===== config.mk =====
export PLATFORM = sky130hd
export DESIGN_NAME = instr_fetch
export DESIGN_NICKNAME = d
export VERILOG_FILES = /design/src/rtl/instr_fetch_pkg.sv /design/src/rtl/instr_fetch_pc_reg.sv /design/src/rtl/instr_fetch.sv
export SDC_FILE = /design/constraint.sdc
export NUM_CORES = 1
export LEC_CHECK = 0
export ABC_CLOCK_PERIOD_IN_PS = 2200
export BUFFER_PORTS_ARGS = -buffer_cell sky130_fd_sc_hd__clkbuf_2
export CAP_MARGIN = 20
export CELL_PAD_IN_SITES_DETAIL_PLACEMENT = 1
export CELL_PAD_IN_SITES_GLOBAL_PLACEMENT = 1
export CORE_MARGIN = 10
export CORE_UTILIZATION = 30
export CTS_CLUSTER_DIAMETER = 200
export DETAILED_ROUTE_END_ITERATION = 12
export GPL_TIMING_DRIVEN = 0
export PLACE_DENSITY = 0.84
export SLEW_MARGIN = 5
export SYNTH_ARGS = -nofsm -noshare
export SYNTH_HDL_FRONTEND = slang
export SYNTH_SLANG_ARGS = --single-unit

===== constraint.sdc =====
create_clock -name CLK -period 2.2 [get_ports CLK]
set_input_delay 0.44 -clock CLK [delete_from_list [all_inputs] [get_ports CLK]]
set_output_delay 0.44 -clock CLK [all_outputs]
set_load 0.03 [all_outputs]

===== src/rtl/instr_fetch_pkg.sv =====
// Shared types and constants for the instruction fetch unit.
package instr_fetch_pkg;

    // Fetch sequencer states
    typedef enum logic [1:0] {
        ST_IDLE = 2'b00,
        ST_REQ  = 2'b01,
        ST_HOLD = 2'b10
    } fetch_state_e;

    // Next-PC choice made at the moment an instruction is consumed
    typedef enum logic [1:0] {
        PC_SEL_KEEP   = 2'b00,
        PC_SEL_INC    = 2'b01,
        PC_SEL_TARGET = 2'b10
    } pc_sel_e;

    // PC loaded out of reset unless the instance overrides it
    localparam logic [31:0] DEFAULT_RESET_VECTOR = 32'h0000_0000;

    // Instruction word field layout seen by decode / unit_control
    localparam int IR_W        = 32;
    localparam int IR_TYPE_MSB = 31;
    localparam int IR_TYPE_LSB = 29;
    localparam int IR_OP_MSB   = 28;
    localparam int IR_OP_LSB   = 24;
    localparam int TYPE_W      = IR_TYPE_MSB - IR_TYPE_LSB + 1;
    localparam int OP_W        = IR_OP_MSB - IR_OP_LSB + 1;

    // Encoding of the ADD instruction (ALU type, add operation)
    localparam logic [TYPE_W-1:0] TYPE_ALU = 3'b001;
    localparam logic [OP_W-1:0]   OP_ADD   = 5'b00010;

    // Extract the instruction type field
    function automatic logic [TYPE_W-1:0] ir_type(input logic [IR_W-1:0] ir);
        return ir[IR_TYPE_MSB:IR_TYPE_LSB];
    endfunction

    // Extract the operation field
    function automatic logic [OP_W-1:0] ir_op(input logic [IR_W-1:0] ir);
        return ir[IR_OP_MSB:IR_OP_LSB];
    endfunction

    // Translate the unit_control PC controls into a next-PC choice
    function automatic pc_sel_e decode_pc_sel(input logic w_pc, input logic s_mxpc);
        if (!w_pc) begin
            return PC_SEL_KEEP;
        end
        return s_mxpc ? PC_SEL_TARGET : PC_SEL_INC;
    endfunction

endpackage


===== src/rtl/instr_fetch_pc_reg.sv =====
// Program counter register with its next-PC mux and incrementer.
// The PC only moves on cycles where the fetch unit reports that the current
// instruction was consumed; otherwise it holds regardless of the controls.
module instr_fetch_pc_reg
    import instr_fetch_pkg::*;
#(
    parameter logic [31:0] RESET_VECTOR = DEFAULT_RESET_VECTOR
) (
    input  logic        clk,
    input  logic        rst,
    input  logic        advance,
    input  logic        w_pc,
    input  logic        s_mxpc,
    input  logic [31:0] pc_target,
    output logic [31:0] pc
);

    logic [31:0] pc_q;
    logic [31:0] pc_d;
    logic [31:0] pc_inc;
    pc_sel_e     pc_sel;

    // Sequential incrementer; wraps naturally from all-ones back to zero
    always_comb begin
        pc_inc = pc_q + 32'd1;
    end

    // Choose the next PC, but only when an instruction is being consumed
    always_comb begin
        pc_sel = decode_pc_sel(w_pc, s_mxpc);
        pc_d   = pc_q;
        if (advance) begin
            case (pc_sel)
                PC_SEL_TARGET: pc_d = pc_target;
                PC_SEL_INC:    pc_d = pc_inc;
                default:       pc_d = pc_q;
            endcase
        end
    end

    // PC register with synchronous reset to the reset vector
    always_ff @(posedge clk) begin
        if (rst) begin
            pc_q <= RESET_VECTOR;
        end else begin
            pc_q <= pc_d;
        end
    end

    assign pc = pc_q;

endmodule


===== src/rtl/instr_fetch.sv =====
// Instruction fetch unit: requests the word at PC from instruction memory,
// latches it into IR, holds it until decode consumes it, then advances PC
// according to unit_control and fetches again.
module instr_fetch
    import instr_fetch_pkg::*;
#(
    parameter logic [31:0] RESET_VECTOR = DEFAULT_RESET_VECTOR,
    parameter int unsigned CNT_W        = 16
) (
    input  logic              CLK,
    input  logic              RST,
    output logic [31:0]       IM_ADDR,
    output logic              IM_REQ,
    input  logic [31:0]       IM_RDATA,
    input  logic              IM_ACK,
    output logic [31:0]       IR,
    output logic [2:0]        TYPE,
    output logic [4:0]        OP,
    output logic              IR_VALID,
    input  logic              IR_TAKE,
    input  logic              W_PC,
    input  logic              S_MXPC,
    input  logic [31:0]       PC_TARGET,
    output logic [31:0]       PC,
    output logic [CNT_W-1:0]  FETCH_CNT
);

    fetch_state_e     state_q;
    fetch_state_e     state_d;
    logic [31:0]      ir_q;
    logic [31:0]      ir_d;
    logic             ir_valid_q;
    logic             ir_valid_d;
    logic [CNT_W-1:0] cnt_q;
    logic [CNT_W-1:0] cnt_d;
    logic             ack_accept;
    logic             take_fire;
    logic             im_req;
    logic [31:0]      pc;

    // Acknowledges only count while a request is outstanding, and a take
    // only counts while a valid instruction is being held
    always_comb begin
        ack_accept = (state_q == ST_REQ) && IM_ACK;
        take_fire  = (state_q == ST_HOLD) && ir_valid_q && IR_TAKE;
    end

    // State register; reset wins over any same-cycle ack or take
    always_ff @(posedge CLK) begin
        if (RST) begin
            state_q <= ST_IDLE;
        end else begin
            state_q <= state_d;
        end
    end

    // Next-state logic: idle for one cycle after reset, then request/hold loop
    always_comb begin
        state_d = state_q;
        case (state_q)
            ST_IDLE: state_d = ST_REQ;
            ST_REQ:  if (ack_accept) state_d = ST_HOLD;
            ST_HOLD: if (take_fire)  state_d = ST_REQ;
            default: state_d = ST_IDLE;
        endcase
    end

    // Output decode: the request is a pure function of state so the address
    // and request stay stable for the whole wait on memory
    always_comb begin
        im_req = 1'b0;
        case (state_q)
            ST_REQ:  im_req = 1'b1;
            default: im_req = 1'b0;
        endcase
    end

    // Instruction register, valid flag and consumed-instruction counter
    always_comb begin
        ir_d       = ir_q;
        ir_valid_d = ir_valid_q;
        cnt_d      = cnt_q;
        if (ack_accept) begin
            ir_d       = IM_RDATA;
            ir_valid_d = 1'b1;
        end
        if (take_fire) begin
            ir_valid_d = 1'b0;
            cnt_d      = cnt_q + CNT_W'(1);
        end
    end

    // Datapath registers with synchronous reset
    always_ff @(posedge CLK) begin
        if (RST) begin
            ir_q       <= '0;
            ir_valid_q <= 1'b0;
            cnt_q      <= '0;
        end else begin
            ir_q       <= ir_d;
            ir_valid_q <= ir_valid_d;
            cnt_q      <= cnt_d;
        end
    end

    instr_fetch_pc_reg #(
        .RESET_VECTOR (RESET_VECTOR)
    ) u_pc_reg (
        .clk       (CLK),
        .rst       (RST),
        .advance   (take_fire),
        .w_pc      (W_PC),
        .s_mxpc    (S_MXPC),
        .pc_target (PC_TARGET),
        .pc        (pc)
    );

    assign IM_REQ    = im_req;
    assign IM_ADDR   = pc;
    assign PC        = pc;
    assign IR        = ir_q;
    assign IR_VALID  = ir_valid_q;
    assign TYPE      = ir_type(ir_q);
    assign OP        = ir_op(ir_q);
    assign FETCH_CNT = cnt_q;

endmodule

==> out/results.ini, run 1 <==
[status]
outcome = finished clean

[floorplan]
dieArea_mm2 = 0.0195
dieWidth_um = 139
rows = 43
num_io_pins = 192
core_mm2 = 0.0139
die_h_um = 139
start_util_pct = 30.7

[final_layout]
diodes = 0
design_area_mm2 = 0.00589
multi_input_area_mm2 = 0.00218
drive_above_1_share_pct = 38.4
instances_no_fill = 932
synthToLayoutAreaGrowth_pct = 37.4
fillCellCount = 1793
seq_area_mm2 = 0.00168
final_net_count = 820

[yosys]
synth_ff_type = dfxtp_1
synth_seq_area_share_pct = 38.8
postSynthCellCount = 544
syn_area_mm2 = 0.00428
ys_types = 55
synth_nets = 616
yosys_warnings = 0
ys_seq_elements = 83
synth-edff-count = 0
synth.avg_cell_area_um2 = 7.87
ys_async_sr_fraction_pct = 0

[clock_tree]
numCtsBuffers = 9
clock_latency_ns = 0.34
cts_max_level = 3
ctsHoldBuffers = 0
cts_tree = yes
cts.clk_slew.worst_paths_ns = 0.06
clk_path_buf_depth = 2
numClockSinks = 83
clockRootBuffer = clkbuf_16

[global_route]
grt_usage_pct = 17.1
grt_max_degree = 14
grt_pass1_vias = 4838
antenna_found_initial = 1
grt-ovfl-total = 0
grt_pass1_wl_mm = 27.1

[power_and_ir_drop]
irDropWorstVdd_uv = 356
p_per_area_mw_per_mm2 = 612
p_leak_nw = 2.64

[critical_path]
critPathLaunchType = flop
path_class = flop to flop
crit_arrival_ns = 2.33
end_kind = flop
worst-path-max-fanout = 10
cp.required_ns = 2.42

[routing]
drc_errors = 0
vias = 4754
routed_wl_mm = 17.5
post_drt_wl_per_cell_um = 18.7
drt-pass1-iter-count = 4
avgViaCountPerCell = 5.10
drtIter0Drc = 299
drtAntennaViolNets = 0

[sta]
fmax_ghz = 0.474
layout_min_cycle_time_ns = 2.11
worst_slew_pin_slew_ns = 0.664
hold_viol_final = 0
min_period_over_period_pct = 95.9
finClkSkew_ns = 0.00738
slew_violations = 0
finalSetupViolCount = 0
timing.slew.headroom_pct = 55.7

[placed_design]
dpl-instance-area_mm2 = 0.00547
gp_congestion = 0.865
portBuffers = 190
dp_cells = 914
dpl.hpwl_mm = 13.5

[job]
maxCapViolCount = 0

[hold_path]
hp-class = input port to flop

power breakdown:
part	internal [mW]	total [mW]	switching, mW
Combinational	0.133	0.385	0.252
Clock	1.02	1.66	0.637
Sequential	1.53	1.56	0.0236
Total	2.69	3.60	0.912
stage by stage:
| stage | worst slack [ns] | hold WS [ns] | power (mW) | utilization [%] | setup TNS (ns) |
|---|---|---|---|---|---|
| after floorplan | -0.0714 | 0.511 | 1.81 | - | -0.0714 |
| after global placement | -0.465 | 0.442 | 1.97 | 39.2 | -8.49 |
| after detailed placement | -0.543 | 0.447 | 1.98 | 39.2 | -9.84 |
| after CTS | 0.00835 | 0.306 | 3.64 | 41.8 | 0 |
| after global routing | -0.0133 | 0.320 | 3.73 | 42.2 | -0.0133 |
| final | 0.0896 | 0.317 | 3.60 | 42.2 | 0 |
registers in the layout, summed over array words and instances (netlist names):
signal and cells:
state_q 2, IR 32, FETCH_CNT 16, IR_VALID 1
u_pc_reg.pc 32
repair_timing:
action	in CTS	in global routing
resized for setup	14	8
pin swaps	0	3
endpoints found under the setup margin	28	11
endpoints found under the hold margin	0	0
setup buffers	0	4
placed cells by master (no fill, tap or decap), types with 5 or more instances in the layout:
master     instances
and2_1             6
xnor2_1            5
nand3_1           16
mux2i_1            8
nor3_1             9
nand4_1           13
o21ai_0           22
clkbuf_2         192
buf_4             49
o22ai_1            6
xor2_1             8
a211oi_1           9
a21oi_1           55
dfxtp_2            5
clkbuf_1          20
dfxtp_1           76
nor2_1            43
and3_1             9
a221oi_1           5
clkbuf_16          9
nand2_1          109
nor4_1             7
worst max-delay path, cell delays in order, from the launching register on:
cell and delay (ns):
dfxtp_2 0.39, ha_4 0.18, nand2_2 0.10, or4_4 0.50, buf_6 0.17, nor4_4 0.27
mux2i_1 0.28, a221oi_2 0.10
cells in the mapped netlist (3+ instances only):
master    instances  share of area (%)
a211oi_1          9                1.6
a21oi_1          55                6.4
a221oi_1          5                1.0
a311oi_1          3               0.61
and2_1            6               0.88
and3_1            9                1.3
and4_1            4               0.82
buf_4            45                7.9
clkbuf_1         21                1.8
clkbuf_8          3               0.96
dfxtp_1          83                 39
mux2i_1           8                1.9
nand2_1         111                9.7
nand2b_1          3               0.44
nand3_1          18                2.1
nand4_1          13                1.9
nor2_1           43                3.8
nor2b_1           4               0.58
nor3_1            9                1.1
nor4_1           10                1.5
o21ai_0          22                2.6
o22ai_1           6               0.88
or3_1             3               0.44
xnor2_1           5                1.0
xor2_1            8                1.6
path summary, 6_finish.rpt:
| kind | from | to | slack [ns] | cells past startpoint |
|---|---|---|---|---|
| max reg2reg | u_pc_reg.pc[1] | u_pc_reg.pc[24] | 0.09 | 7 |
| min | IM_RDATA[10] | IR[10] | 0.32 | 3 |
| min reg2reg | IR[20] | IR[20] | 0.45 | 2 |
| max | u_pc_reg.pc[1] | u_pc_reg.pc[24] | 0.09 | 7 |
per-layer routing:
| layer | up-vias | global-route usage, % | wire (um) | share of wire, % |
|---|---|---|---|---|
| li1 | 2282 | - | - | - |
| met1 | 2277 | 20.4 | 7390 | 42 |
| met2 | 172 | 28.4 | 8530 | 49 |
| met3 | 23 | 4.29 | 1130 | 6.4 |
| met4 | 0 | 7.36 | 421 | 2.4 |
| met5 | - | 0 | 0 | 0 |
final cells by class:
class                      instances  area share (%)
tap                              180            3.83
inverter                           2           0.128
timing repair buffer             194            16.7
clock buffer                      11            4.12
sequential                        83            28.5
clock inverter                     4            1.28
multi-input combinational        384            37.1
buffer                            74            8.40
cell families (layout without fill, tap and decap cells):
family | count (synthesis) | after routing | share of synthesized area (%)
mux | 9 | 9 | 2.13
compound gates | 119 | 119 | 17.0
xor+xnor | 13 | 13 | 2.66
simple gates | 241 | 241 | 27.1
flops | 83 | 83 | 38.8
buf+inv | 77 | 285 | 11.7
fa+ha+maj | 2 | 2 | 0.584
Note: power is estimated with default switching activity, not from simulation.
==> run 2, diff against run 1 <==
MAX_ROUTING_LAYER = met4   (was unset)
==> run 2 against run 1 <==
  * Die area unchanged
  * Count of clock-buffer cells in the layout unchanged
  * Maximum frequency up 0.41%
  * Flip-flop and latch count unchanged
  * Hold slack worse by 0.00061 ns
  * Final area about the same
  * Clock power about the same
  * First-iteration DRC count down 12%
  * Critical path depth unchanged
  * Setup slack better by 0.0085 ns
  * Largest power group unchanged
==> out/results.ini, run 2 (synthesis results as in run 1) <==
[status]
outcome = finished clean

[routing]
drt-pass1-iter-count = 4
drc_errors = 0
avgViaCountPerCell = 5.08
vias = 4744
drtAntennaViolNets = 0
routed_wl_mm = 17.5
post_drt_wl_per_cell_um = 18.7
drtIter0Drc = 263

[final_layout]
design_area_mm2 = 0.00589
fillCellCount = 1793
synthToLayoutAreaGrowth_pct = 37.5
seq_area_mm2 = 0.00168
multi_input_area_mm2 = 0.00218
instances_no_fill = 933
drive_above_1_share_pct = 38.4
mostFrequentLayoutCell = clkbuf_2
final_net_count = 820
final_cell_mix = clkbuf_2, nand2_1, dfxtp_1, a21oi_1, buf_4

[sta]
worst_slew_pin_slew_ns = 0.623
layout_min_cycle_time_ns = 2.10
hold_viol_final = 0
min_period_over_period_pct = 95.5
finalSetupViolCount = 0
finClkSkew_ns = 0.00818
fmax_ghz = 0.476
slew_violations = 0
timing.slew.headroom_pct = 58.5

[hold_path]
hp-class = input port to flop

[global_route]
antenna_found_initial = 1
grt-ovfl-total = 0
grt_max_degree = 14
grt_pass1_vias = 4835
grt_usage_pct = 17.6
grt_pass1_wl_mm = 27.1

[power_and_ir_drop]
power.total_mw = 3.60
p_leak_nw = 2.64
irDropWorstVdd_uv = 356
p_per_area_mw_per_mm2 = 612

[placed_design]
portBuffers = 190
dp_cells = 914
dpl.hpwl_mm = 13.5
dpl-instance-area_mm2 = 0.00547
gp_congestion = 0.879

[clock_tree]
numClockSinks = 83
cts_tree = yes
clk_path_buf_depth = 2
clockRootBuffer = clkbuf_16
cts_max_level = 3
clock_latency_ns = 0.34
cts.clk_slew.worst_paths_ns = 0.06
numCtsBuffers = 9

[critical_path]
crit_start = u_pc_reg.pc[1]
crit_arrival_ns = 2.36
worst-path-max-fanout = 10
worstReg2RegEnd = u_pc_reg.pc[24]
r2r_cells = 7
path_class = flop to flop
r2r_slack_ns = 0.1
crit_end = u_pc_reg.pc[24]
end_kind = flop
critPathLaunchType = flop
cp.required_ns = 2.46
rr_startpoint = u_pc_reg.pc[1]

[floorplan]
die_h_um = 139
rows = 43
core_mm2 = 0.0139
dieWidth_um = 139
num_io_pins = 192
dieArea_mm2 = 0.0195
start_util_pct = 30.7

[job]
maxCapViolCount = 0

==> run 2: cell types whose count changed in the layout (fill, tap and decap cells not counted) <==
cell | previous run | this run
diode_2 | 0 | 1
==> run 2: cell type report <==
type | count | share of cell area [%]
Multi-Input combinational cell | 384 | 37.1
Inverter | 2 | 0.127
Clock buffer | 11 | 4.12
Buffer | 74 | 8.39
Tap cell | 180 | 3.82
Antenna cell | 1 | 0.0425
Sequential cell | 83 | 28.5
Timing Repair Buffer | 194 | 16.7
Clock inverter | 4 | 1.27
==> run 2: where the power goes <==
group | leakage (nW) | internal, mW | switching, mW | total [mW]
combinational | 1.81 | 0.133 | 0.251 | 0.384
sequential | 0.676 | 1.53 | 0.0236 | 1.56
clock | 0.148 | 1.02 | 0.639 | 1.66
==> run 2: worst min path at each step <==
stage / start / end / slack, ns / cells after the start
after floorplan: state_q[0] / state_q[0] / 0.51 / 2
after global placement: IR[13] / IR[13] / 0.44 / 2
after detailed placement: IR[20] / IR[20] / 0.45 / 2
after CTS: IM_RDATA[10] / IR[10] / 0.31 / 3
after global routing: IM_RDATA[8] / IR[8] / 0.32 / 3
final: IM_RDATA[10] / IR[10] / 0.32 / 3
==> run 2: metrics by stage <==
stage / hold slack (ns) / util, % / worst slack [ns] / TNS [ns]
3_5_place_dp: 0.447 / 39.2 / -0.543 / -9.84
2_1_floorplan: 0.511 / - / -0.0714 / -0.0714
4_1_cts: 0.306 / 41.8 / 0.00835 / 0
5_1_grt: 0.318 / 42.3 / -0.0119 / -0.0119
6_report: 0.317 / 42.3 / 0.0982 / 0
3_3_place_gp: 0.442 / 39.2 / -0.465 / -8.49
==> run 2: critical path, stage by stage, from the launching register on <==
cell	delay, ns
dfxtp_2	0.40
ha_4	0.18
nand2_2	0.10
or4_4	0.50
buf_6	0.16
nor4_4	0.28
mux2i_1	0.13
a221oi_2	0.27
==> run 2: timing repair <==
action	4_1_cts	5_1_grt
buffers inserted	0	4
setup endpoints to repair	28	11
hold buffers	0	0
gates resized for setup	14	8
hold endpoints to repair	0	0
pin swaps	0	3
==> run 2: layer usage <==
metal	GRT usage [%]	vias up	part of all wire [%]
met4	7.36	0	2.6
met3	3.61	27	5.0
met5	-	-	0
li1	-	2283	-
met2	28.4	148	49
met1	20.9	2286	44
